**config.mk**
```make
export PLATFORM = sky130hd
export DESIGN_NAME = serial_word_loader_flat
export DESIGN_NICKNAME = d
export VERILOG_FILES = /design/src/rtl/serial_word_loader_pkg.sv /design/src/rtl/serial_word_loader_if.sv /design/src/rtl/bit_shift_reg.sv /design/src/rtl/serial_word_loader.sv /design/src/flat_wrapper.sv
export SDC_FILE = /design/constraint.sdc
export NUM_CORES = 1
export LEC_CHECK = 0
export CAP_MARGIN = 30
export CORE_MARGIN = 1.5
export CORE_UTILIZATION = 50
export DETAILED_ROUTE_END_ITERATION = 10
export PLACE_DENSITY = 0.75
export SYNTH_ARGS = -nofsm -noshare
export SYNTH_HDL_FRONTEND = slang
export SYNTH_SLANG_ARGS = --single-unit
```
**constraint.sdc**
```tcl
create_clock -name clk -period 3.8 [get_ports clk]
set_input_delay 0.76 -clock clk [delete_from_list [all_inputs] [get_ports clk]]
set_output_delay 0.76 -clock clk [all_outputs]
set_load 0.005 [all_outputs]
```
**src/rtl/serial_word_loader_pkg.sv**
```systemverilog
// Shared types and helpers for the serial word loader: FSM state encoding,
// counter width helper and the even-parity check.
package serial_word_loader_pkg;

  localparam int STATE_W = 2;

  typedef enum logic [STATE_W-1:0] {
    ST_IDLE   = 2'd0,
    ST_SHIFT  = 2'd1,
    ST_PARITY = 2'd2,
    ST_LOAD   = 2'd3
  } state_t;

  // Counter width for a WIDTH-bit frame; never narrower than one bit.
  function automatic int cnt_w(input int width);
    return (width > 1) ? $clog2(width) : 1;
  endfunction

  // Even parity holds when the data XOR combined with the parity bit is zero.
  function automatic logic even_parity_ok(input logic run_xor, input logic par_bit);
    return ~(run_xor ^ par_bit);
  endfunction

endpackage

```
**src/rtl/serial_word_loader_if.sv**
```systemverilog
// Handshake and output bundle between a serial bit source and the word loader.
interface serial_word_loader_if #(
  parameter int WIDTH = 8
) ();

  logic             start;
  logic             abort;
  logic             sin_valid;
  logic             sin_bit;
  logic             sin_ready;
  logic             busy;
  logic             load;
  logic [WIDTH-1:0] data_out;
  logic             parity_err;

  modport master (
    output start, abort, sin_valid, sin_bit,
    input  sin_ready, busy, load, data_out, parity_err
  );

  modport slave (
    input  start, abort, sin_valid, sin_bit,
    output sin_ready, busy, load, data_out, parity_err
  );

endinterface

```
**src/rtl/bit_shift_reg.sv**
```systemverilog
// WIDTH-bit shift register with synchronous clear and a running XOR of the
// bits shifted in; exposes next-state values so the caller can capture the
// word on the same edge the final bit arrives.
module bit_shift_reg #(
  parameter int WIDTH     = 8,
  parameter bit MSB_FIRST = 1'b1
) (
  input  logic             clk,
  input  logic             rst,
  input  logic             clr,
  input  logic             shift_en,
  input  logic             bit_in,
  output logic [WIDTH-1:0] q_next,
  output logic             run_xor_next
);

  logic [WIDTH-1:0] q_r;
  logic             run_xor_r;
  logic [WIDTH-1:0] shifted_s;

  // Direction-dependent shift: first bit ends at the MSB or at the LSB.
  always_comb begin
    if (MSB_FIRST) begin
      shifted_s = {q_r[WIDTH-2:0], bit_in};
    end else begin
      shifted_s = {bit_in, q_r[WIDTH-1:1]};
    end
  end

  // Next-state selection; clear wins over shifting.
  always_comb begin
    if (clr) begin
      q_next       = {WIDTH{1'b0}};
      run_xor_next = 1'b0;
    end else if (shift_en) begin
      q_next       = shifted_s;
      run_xor_next = run_xor_r ^ bit_in;
    end else begin
      q_next       = q_r;
      run_xor_next = run_xor_r;
    end
  end

  // State registers.
  always_ff @(posedge clk or negedge rst) begin
    if (!rst) begin
      q_r       <= {WIDTH{1'b0}};
      run_xor_r <= 1'b0;
    end else begin
      q_r       <= q_next;
      run_xor_r <= run_xor_next;
    end
  end

endmodule

```
**src/rtl/serial_word_loader.sv**
```systemverilog
// Serial-to-parallel word loader feeding a WIDTH-bit load register.
// Optional even-parity bit per frame when SERIAL_LOADER_PARITY_EN is defined.
module serial_word_loader
  import serial_word_loader_pkg::*;
#(
  parameter int WIDTH     = 8,
  parameter bit MSB_FIRST = 1'b1
) (
  input  logic                 clk,
  input  logic                 rst,
  serial_word_loader_if.slave  bus
);

  localparam int               CNT_W    = cnt_w(WIDTH);
  localparam logic [CNT_W-1:0] CNT_LAST = CNT_W'(WIDTH - 1);

  state_t           state_r;
  logic [CNT_W-1:0] cnt_r;
  logic             ready_r;
  logic             busy_r;
  logic             load_r;
  logic [WIDTH-1:0] data_r;
  logic             accept_s;
  logic             clr_s;
  logic             shift_en_s;
  logic [WIDTH-1:0] word_next_s;
  logic             xor_next_s;

  // Abort masks ready combinationally so no bit is taken in an aborting cycle.
  assign bus.sin_ready = ready_r & ~bus.abort;
  assign accept_s      = bus.sin_valid & bus.sin_ready;
  assign clr_s         = (state_r == ST_IDLE) & bus.start & ~bus.abort;
  assign shift_en_s    = (state_r == ST_SHIFT) & accept_s;

  assign bus.busy      = busy_r;
  assign bus.load      = load_r;
  assign bus.data_out  = data_r;

  bit_shift_reg #(
    .WIDTH     (WIDTH),
    .MSB_FIRST (MSB_FIRST)
  ) u_shift (
    .clk          (clk),
    .rst          (rst),
    .clr          (clr_s),
    .shift_en     (shift_en_s),
    .bit_in       (bus.sin_bit),
    .q_next       (word_next_s),
    .run_xor_next (xor_next_s)
  );

`ifdef SERIAL_LOADER_PARITY_EN
  logic perr_r;
  assign bus.parity_err = perr_r;
`else
  logic parity_unused_s;
  assign parity_unused_s = xor_next_s;
  assign bus.parity_err  = 1'b0;
`endif

  // Frame FSM with counter and registered outputs; abort overrides every state.
  always_ff @(posedge clk or negedge rst) begin
    if (!rst) begin
      state_r <= ST_IDLE;
      cnt_r   <= {CNT_W{1'b0}};
      ready_r <= 1'b0;
      busy_r  <= 1'b0;
      load_r  <= 1'b0;
      data_r  <= {WIDTH{1'b0}};
`ifdef SERIAL_LOADER_PARITY_EN
      perr_r  <= 1'b0;
`endif
    end else begin
      load_r <= 1'b0;
`ifdef SERIAL_LOADER_PARITY_EN
      perr_r <= 1'b0;
`endif
      if (bus.abort) begin
        state_r <= ST_IDLE;
        ready_r <= 1'b0;
        busy_r  <= 1'b0;
      end else begin
        case (state_r)
          ST_IDLE: begin
            if (bus.start) begin
              state_r <= ST_SHIFT;
              cnt_r   <= {CNT_W{1'b0}};
              ready_r <= 1'b1;
              busy_r  <= 1'b1;
            end
          end
          ST_SHIFT: begin
            if (accept_s) begin
              if (cnt_r == CNT_LAST) begin
`ifdef SERIAL_LOADER_PARITY_EN
                state_r <= ST_PARITY;
`else
                state_r <= ST_LOAD;
                ready_r <= 1'b0;
                load_r  <= 1'b1;
                data_r  <= word_next_s;
`endif
              end else begin
                cnt_r <= cnt_r + CNT_W'(1);
              end
            end
          end
`ifdef SERIAL_LOADER_PARITY_EN
          ST_PARITY: begin
            if (accept_s) begin
              ready_r <= 1'b0;
              if (even_parity_ok(xor_next_s, bus.sin_bit)) begin
                state_r <= ST_LOAD;
                load_r  <= 1'b1;
                data_r  <= word_next_s;
              end else begin
                state_r <= ST_IDLE;
                busy_r  <= 1'b0;
                perr_r  <= 1'b1;
              end
            end
          end
`endif
          ST_LOAD: begin
            state_r <= ST_IDLE;
            busy_r  <= 1'b0;
          end
          default: begin
            state_r <= ST_IDLE;
            ready_r <= 1'b0;
            busy_r  <= 1'b0;
          end
        endcase
      end
    end
  end

endmodule

```
**src/flat_wrapper.sv**
```systemverilog
// flat-port wrapper written by rule: the top's interface ports become plain ports
module serial_word_loader_flat import serial_word_loader_pkg::*;
#(
  parameter int WIDTH     = 8,
  parameter bit MSB_FIRST = 1'b1
)
  (clk, rst, bus_start, bus_abort, bus_sin_valid, bus_sin_bit, bus_sin_ready, bus_busy, bus_load, bus_data_out, bus_parity_err);
  serial_word_loader_if #(.WIDTH(WIDTH)) bus_i ();
  input  logic clk;
  input  logic rst;
  input wire logic [$bits(bus_i.start)-1:0] bus_start;
  input wire logic [$bits(bus_i.abort)-1:0] bus_abort;
  input wire logic [$bits(bus_i.sin_valid)-1:0] bus_sin_valid;
  input wire logic [$bits(bus_i.sin_bit)-1:0] bus_sin_bit;
  output wire logic [$bits(bus_i.sin_ready)-1:0] bus_sin_ready;
  output wire logic [$bits(bus_i.busy)-1:0] bus_busy;
  output wire logic [$bits(bus_i.load)-1:0] bus_load;
  output wire logic [$bits(bus_i.data_out)-1:0] bus_data_out;
  output wire logic [$bits(bus_i.parity_err)-1:0] bus_parity_err;
  assign bus_i.start = bus_start;
  assign bus_i.abort = bus_abort;
  assign bus_i.sin_valid = bus_sin_valid;
  assign bus_i.sin_bit = bus_sin_bit;
  assign bus_sin_ready = bus_i.sin_ready;
  assign bus_busy = bus_i.busy;
  assign bus_load = bus_i.load;
  assign bus_data_out = bus_i.data_out;
  assign bus_parity_err = bus_i.parity_err;
  serial_word_loader #(.WIDTH(WIDTH), .MSB_FIRST(MSB_FIRST)) u_core (.clk(clk), .rst(rst), .bus(bus_i));
endmodule
```
After elaboration in Yosys (flattened, before gate mapping) --
Cells that the tools add are included.
Cells by class: reductions and logical operators 7, eq/ne operators 11, bitwise logic cells 6, multiplexer cells 22, add/sub/neg operators 1
Operators by type and width (count):
- $mux 8 | 2
- $mux 1 | 9
- $mux 3 | 3
- $mux 2 | 4
- $ne 2x2->1 const B | 4
- $reduce_and 4->1 | 2
- $ne 3x3->1 const B | 2
- $pmux 3 s2 | 1
- $and 1x1->1 | 5
- $reduce_and 5->1 | 1
- $pmux 2 s2 | 1
- $add 3x1->3 const B | 1
- $eq 3x3->1 const B | 1
- $ne 3x2->1 const B | 1
- $pmux 1 s3 | 1
- $reduce_and 3->1 | 1
- $eq 2x1->1 const B | 1
- $eq 2x2->1 const B | 1
- $logic_not 2->1 | 1
- $ne 2x1->1 const B | 1
- $pmux 1 s2 | 1
- $reduce_and 2->1 | 1
- $reduce_bool 2->1 | 1
- $not 1->1 | 1
Word-level totals: output and inout port bits 12, register bits after elaboration 24

Longest topological paths before layout --
word-level depth 6, mapped depth 5, depth with buffers taken out 5

Modules after synthesis --
Synthesis repeated with hierarchy kept, for this count alone.
Second synthesis, totals: cell total of the unflattened synthesis 90, area, all modules 1118.6 um2
By module, submodules not included:
- serial_word_loader | times used 1, area an instance 742.0 um2, cells each 60
- bit_shift_reg | times used 1, area an instance 376.6 um2, cells each 30

Worst setup path before layout --
Ideal clock, no wire load.
path type input to register, from input bus_abort, to register u_core.u_shift.q_r[1], arrival 1511 ps, buffers on the path 1, stages 4, slack 2165 ps, cell sequence or4b_1 buf_4 nand2_2 mux2i_1
Between the ends: cells in the longest elaborated chain, start to end 6, elaborated cells between the ends (all ways) 7, those cells by class mux: 2; bitwise: 5
Ends and longest elaborated chain:
- start: declaration | RTL line flat_wrapper.sv:12 | input wire logic [$bits(bus_i.abort)-1:0] bus_abort;
- $not 1->1 (no source line) (*)
- $and 1x1->1 | RTL line serial_word_loader.sv:30 | assign bus.sin_ready = ready_r & ~bus.abort;
- $and 1x1->1 | RTL line serial_word_loader.sv:31 | assign accept_s = bus.sin_valid & bus.sin_ready;
- $and 1x1->1 | RTL line serial_word_loader.sv:33 | assign shift_en_s = (state_r == ST_SHIFT) & accept_s;
- $mux 8 | RTL line bit_shift_reg.sv:35 | end else if (shift_en) begin
- $mux 8 (*) | RTL line bit_shift_reg.sv:32 | if (clr) begin
- net u_core.u_shift.q_next[1] | RTL line bit_shift_reg.sv:13 | output logic [WIDTH-1:0] q_next,
- end signal: assignment | RTL line bit_shift_reg.sv:47 | q_r <= {WIDTH{1'b0}};
- end signal: assignment | RTL line bit_shift_reg.sv:50 | q_r <= q_next;
- end: declaration | RTL line bit_shift_reg.sv:17 | logic [WIDTH-1:0] q_r;
Mark *: on every way through the listed nets, which the timed path passes. The rest lies on a longest branch. A chain may end at the register's enable or synchronous reset.

Final worst setup path --
from input bus_abort, to output bus_sin_ready
Between the ends: cells in the longest elaborated chain, start to end 2
Ends and longest elaborated chain:
- $not 1->1 (no source line)
- $and 1x1->1 | RTL line serial_word_loader.sv:30
- end: declaration | RTL line flat_wrapper.sv:15 | output wire logic [$bits(bus_i.sin_ready)-1:0] bus_sin_ready;
No other way between the ends.

==> flow_summary.yaml <==
drt:
  dr.first_iter.drc_count: 3
  num_vias: 636
  drc: 0
  totalWireLength_um: 1650
  wl_per_cell_um: 13.4
  vias_per_cell: 5.17
  drt_pass1_iterations: 4
  postRouteAntennaNets: 0
setup_path:
  path_class: "in2out"
  critPathArrivalTime_ns: 1.92
  timing.critical_path.cells: "clkdlybuf4s50_1 > nor2b_1 > clkdlybuf4s50_1"
  worstRegToRegCells: 5
  ff2ff_setup_slack_ns: 2.06
  required_ns: 3.04
  crit_slowest_cell: "clkdlybuf4s50_1"
  crit_path_max_incr_delay_ns: 0.51
  cp_common_cell: "clkdlybuf4s50_1"
  worstSetupEndpointType: "output port"
  start_kind: "primary input"
  critical_path.max_fanout: 7
clocking:
  cts_tree: "done"
  clock-sinks: 23
  cts_resized: 0
  clk_pin_slew_worst_paths_ns: 0.12
  cts-buffers-inserted: 3
  root_buffer: "clkbuf_4"
  cts_setup_buffers: 0
  insertion_delay_ns: 0.30
  cts_buffer_depth: 2
  ctsHoldBuffers: 0
  htree_levels: 1
placed_design:
  place_congestion: 0.690
  place_area_um2: 1220
  hpwl_um: 1250
  io_buffers: 16
die:
  die-area_um2: 2350
  num_rows: 16
  die_y_um: 48.5
  die_width_um: 48.5
  coreArea_um2: 1960
  start_util_pct: 52.7
  pin_count: 18
timing:
  finalSetupTns_ns: 0
  setup_viol: 0
  rsz0062_at_grt: "no"
  hold_slack_ns: 0.517
  period_share_pct: 70.4
  max_freq_ghz: 0.374
  max_slew.worst_pin.slew_ns: 0.498
  fin_crit_ns: 2.68
  maxSlewHeadroom_pct: 66.5
  drv_slew: 0
  finalHoldViolations: 0
  finalClockSkew_ns: 0.00640
logic_synthesis:
  synth_area_um2: 1030
  ys.flop_type: "dfrtp_1"
  yosys.area_share.adder_pct: 3.63
  post_synth.cell_area_avg_um2: 13.4
  async_reset_ff_share_pct: 100
  yosysSeqAreaShare_pct: 55.6
  synth_top_area_share_pct: 55.6
  synth_compound_area_share_pct: 5.20
  yosysUniqueCellTypes: 22
  synth-seq-cells: 23
  synth_top_family_by_area: "multiplexers"
  yosysMostFrequentCell: "dfrtp_1"
  synth_simple_gate_area_share_pct: 13.3
  yosys_warnings: 0
  yosys-top-cells-area: "dfrtp_1 56%, mux2i_1 8.7%, mux2_2 8.7%"
  synth_top_area_cell: "dfrtp_1"
  synth_mux_area_share_pct: 17.4
  synth-xor-area-share_pct: 0.846
  synth_common_cells: "23 x dfrtp_1, 9 x mux2i_1, 8 x mux2_2, 8 x nand2_2"
  syn_nets: 86
  syn_inst: 77
  synth_edf_count: 0
cells_and_area:
  n_antenna_cell: 0
  fin_nets: 106
  drive_gt1_share_pct: 25.0
  seqCellArea_um2: 576
  final_area_um2: 1250
  multiInputGateArea_um2: 422
  fill_cells: 176
  areaGrowthSynthToFinish_pct: 21.0
power_and_ir_drop:
  leakage_nw: 0.583
  p_int_mw: 0.322
  power.share.switching_pct: 24.3
  pwr_density_cell_nw_per_um2: 339
  pwr-share-seq_pct: 62.8
  combPwrFrac_pct: 11.5
  p_clk_share_pct: 25.6
  ir_drop_mv: 0.212
  p_sw_mw: 0.103
hold_path:
  hp-class: "reg2reg"
  hold_depth: 1
global_route:
  grt_max_degree: 22
  gr-total-overflow: 0
  grt_pass1_wl_um: 2970
  grt_pass1_vias: 658
  track_usage_pct: 16.7
  antenna_found_initial: 0
flow_run:
  cap_violations: 0
status:
  run_status: "finished, final reports clean"
[worst paths after layout]
check	startpoint	to
max	bus_abort	bus_sin_ready
min	u_core.bus.busy$_DFFE_PN0P_	u_core.bus.busy$_DFFE_PN0P_
max reg2reg	u_core.cnt_r[0]$_DFFE_PN0P_	u_core.bus.data_out[7]$_DFFE_PN0P_
min reg2reg	u_core.bus.busy$_DFFE_PN0P_	u_core.bus.busy$_DFFE_PN0P_
max in group asynchronous	rst	u_core.state_r[0]$_DFFE_PN0P_
min in group asynchronous	rst	u_core.ready_r$_DFFE_PN0P_
[sequential cells by signal, indices dropped and copies added, names as in the netlist]
register             count
u_core.u_shift.q_r       7
u_core.bus.busy          1
u_core.ready_r           1
u_core.bus.load          1
u_core.bus.data_out      8
u_core.state_r           2
u_core.cnt_r             3
[worst max-delay path, delay by kind of cell]
| kind | cells | cell delay [ns] |
|---|---|---|
| simple gates | 1 | 0.14 |
| buf+inv | 2 | 1.01 |
[metal layers]
layer	vias to the layer above	wire, um	GRT usage, %
met3	4	57	4.32
li1	301	-	-
met1	320	715	20.3
met5	-	0	0
met2	11	850	28.2
met4	0	29	7.14
[placed cells by master, fill, tap and decap left out]
cell type,netlist,layout
o21ai_0,1,1
and4bb_2,1,1
and4bb_1,1,1
mux2_2,8,8
o21a_1,1,1
buf_4,2,1
nand2b_1,1,1
clkbuf_4,0,3
mux2i_1,9,9
nand2_2,8,8
clkinv_2,0,1
and2_1,2,2
xnor2_1,1,1
inv_1,3,3
nor2b_1,3,3
buf_8,0,1
a2111oi_2,1,1
or4b_1,1,1
conb_1,1,1
o2bb2ai_1,3,3
nor3b_1,1,1
ha_1,3,3
clkdlybuf4s50_1,0,16
nor2_1,2,2
dfrtp_1,23,23
[through the flow]
step / std cells / setup slack, ns / util (%) / power, mW
finish: 123 / 1.12 / 63.8 / 0.425
global route: 123 / 1.08 / 63.8 / 0.452
global placement: 118 / 1.14 / 61.7 / 0.316
CTS: 123 / 1.12 / 63.8 / 0.432
detailed placement: 119 / 1.12 / 62.4 / 0.323
floorplan: 77 / 2.17 / - / 0.300
[power by group through the flow]
stage          clock network (mW)  logic [mW]  registers (mW)
2_1_floorplan                   0      0.0303           0.269
3_3_place_gp                    0      0.0453           0.271
3_5_place_dp                    0      0.0502           0.272
4_1_cts                     0.115      0.0503           0.267
5_1_grt                     0.127      0.0562           0.269
6_report                    0.109      0.0490           0.267
[cell families (layout without fill, tap and decap cells)]
logic type	after synthesis	in the layout
AO/OA/AOI/OAI	6	6
XOR/XNOR	1	1
adder cells (fa/ha/maj)	3	3
buffers and inverters	6	25
flip-flops	23	23
multiplexers	17	17
other	1	1
AND/OR/NAND/NOR	20	20
[final cells by class]
cell class,instances,share of cell area [%]
repair buffers,18,14.6
clock buffers,3,1.80
inverters,3,0.899
multi-input cells,48,33.7
well taps,27,2.70
clock inverters,1,0.400
flip-flops and latches,23,46.0
Note: power is estimated with default switching activity, not from simulation.
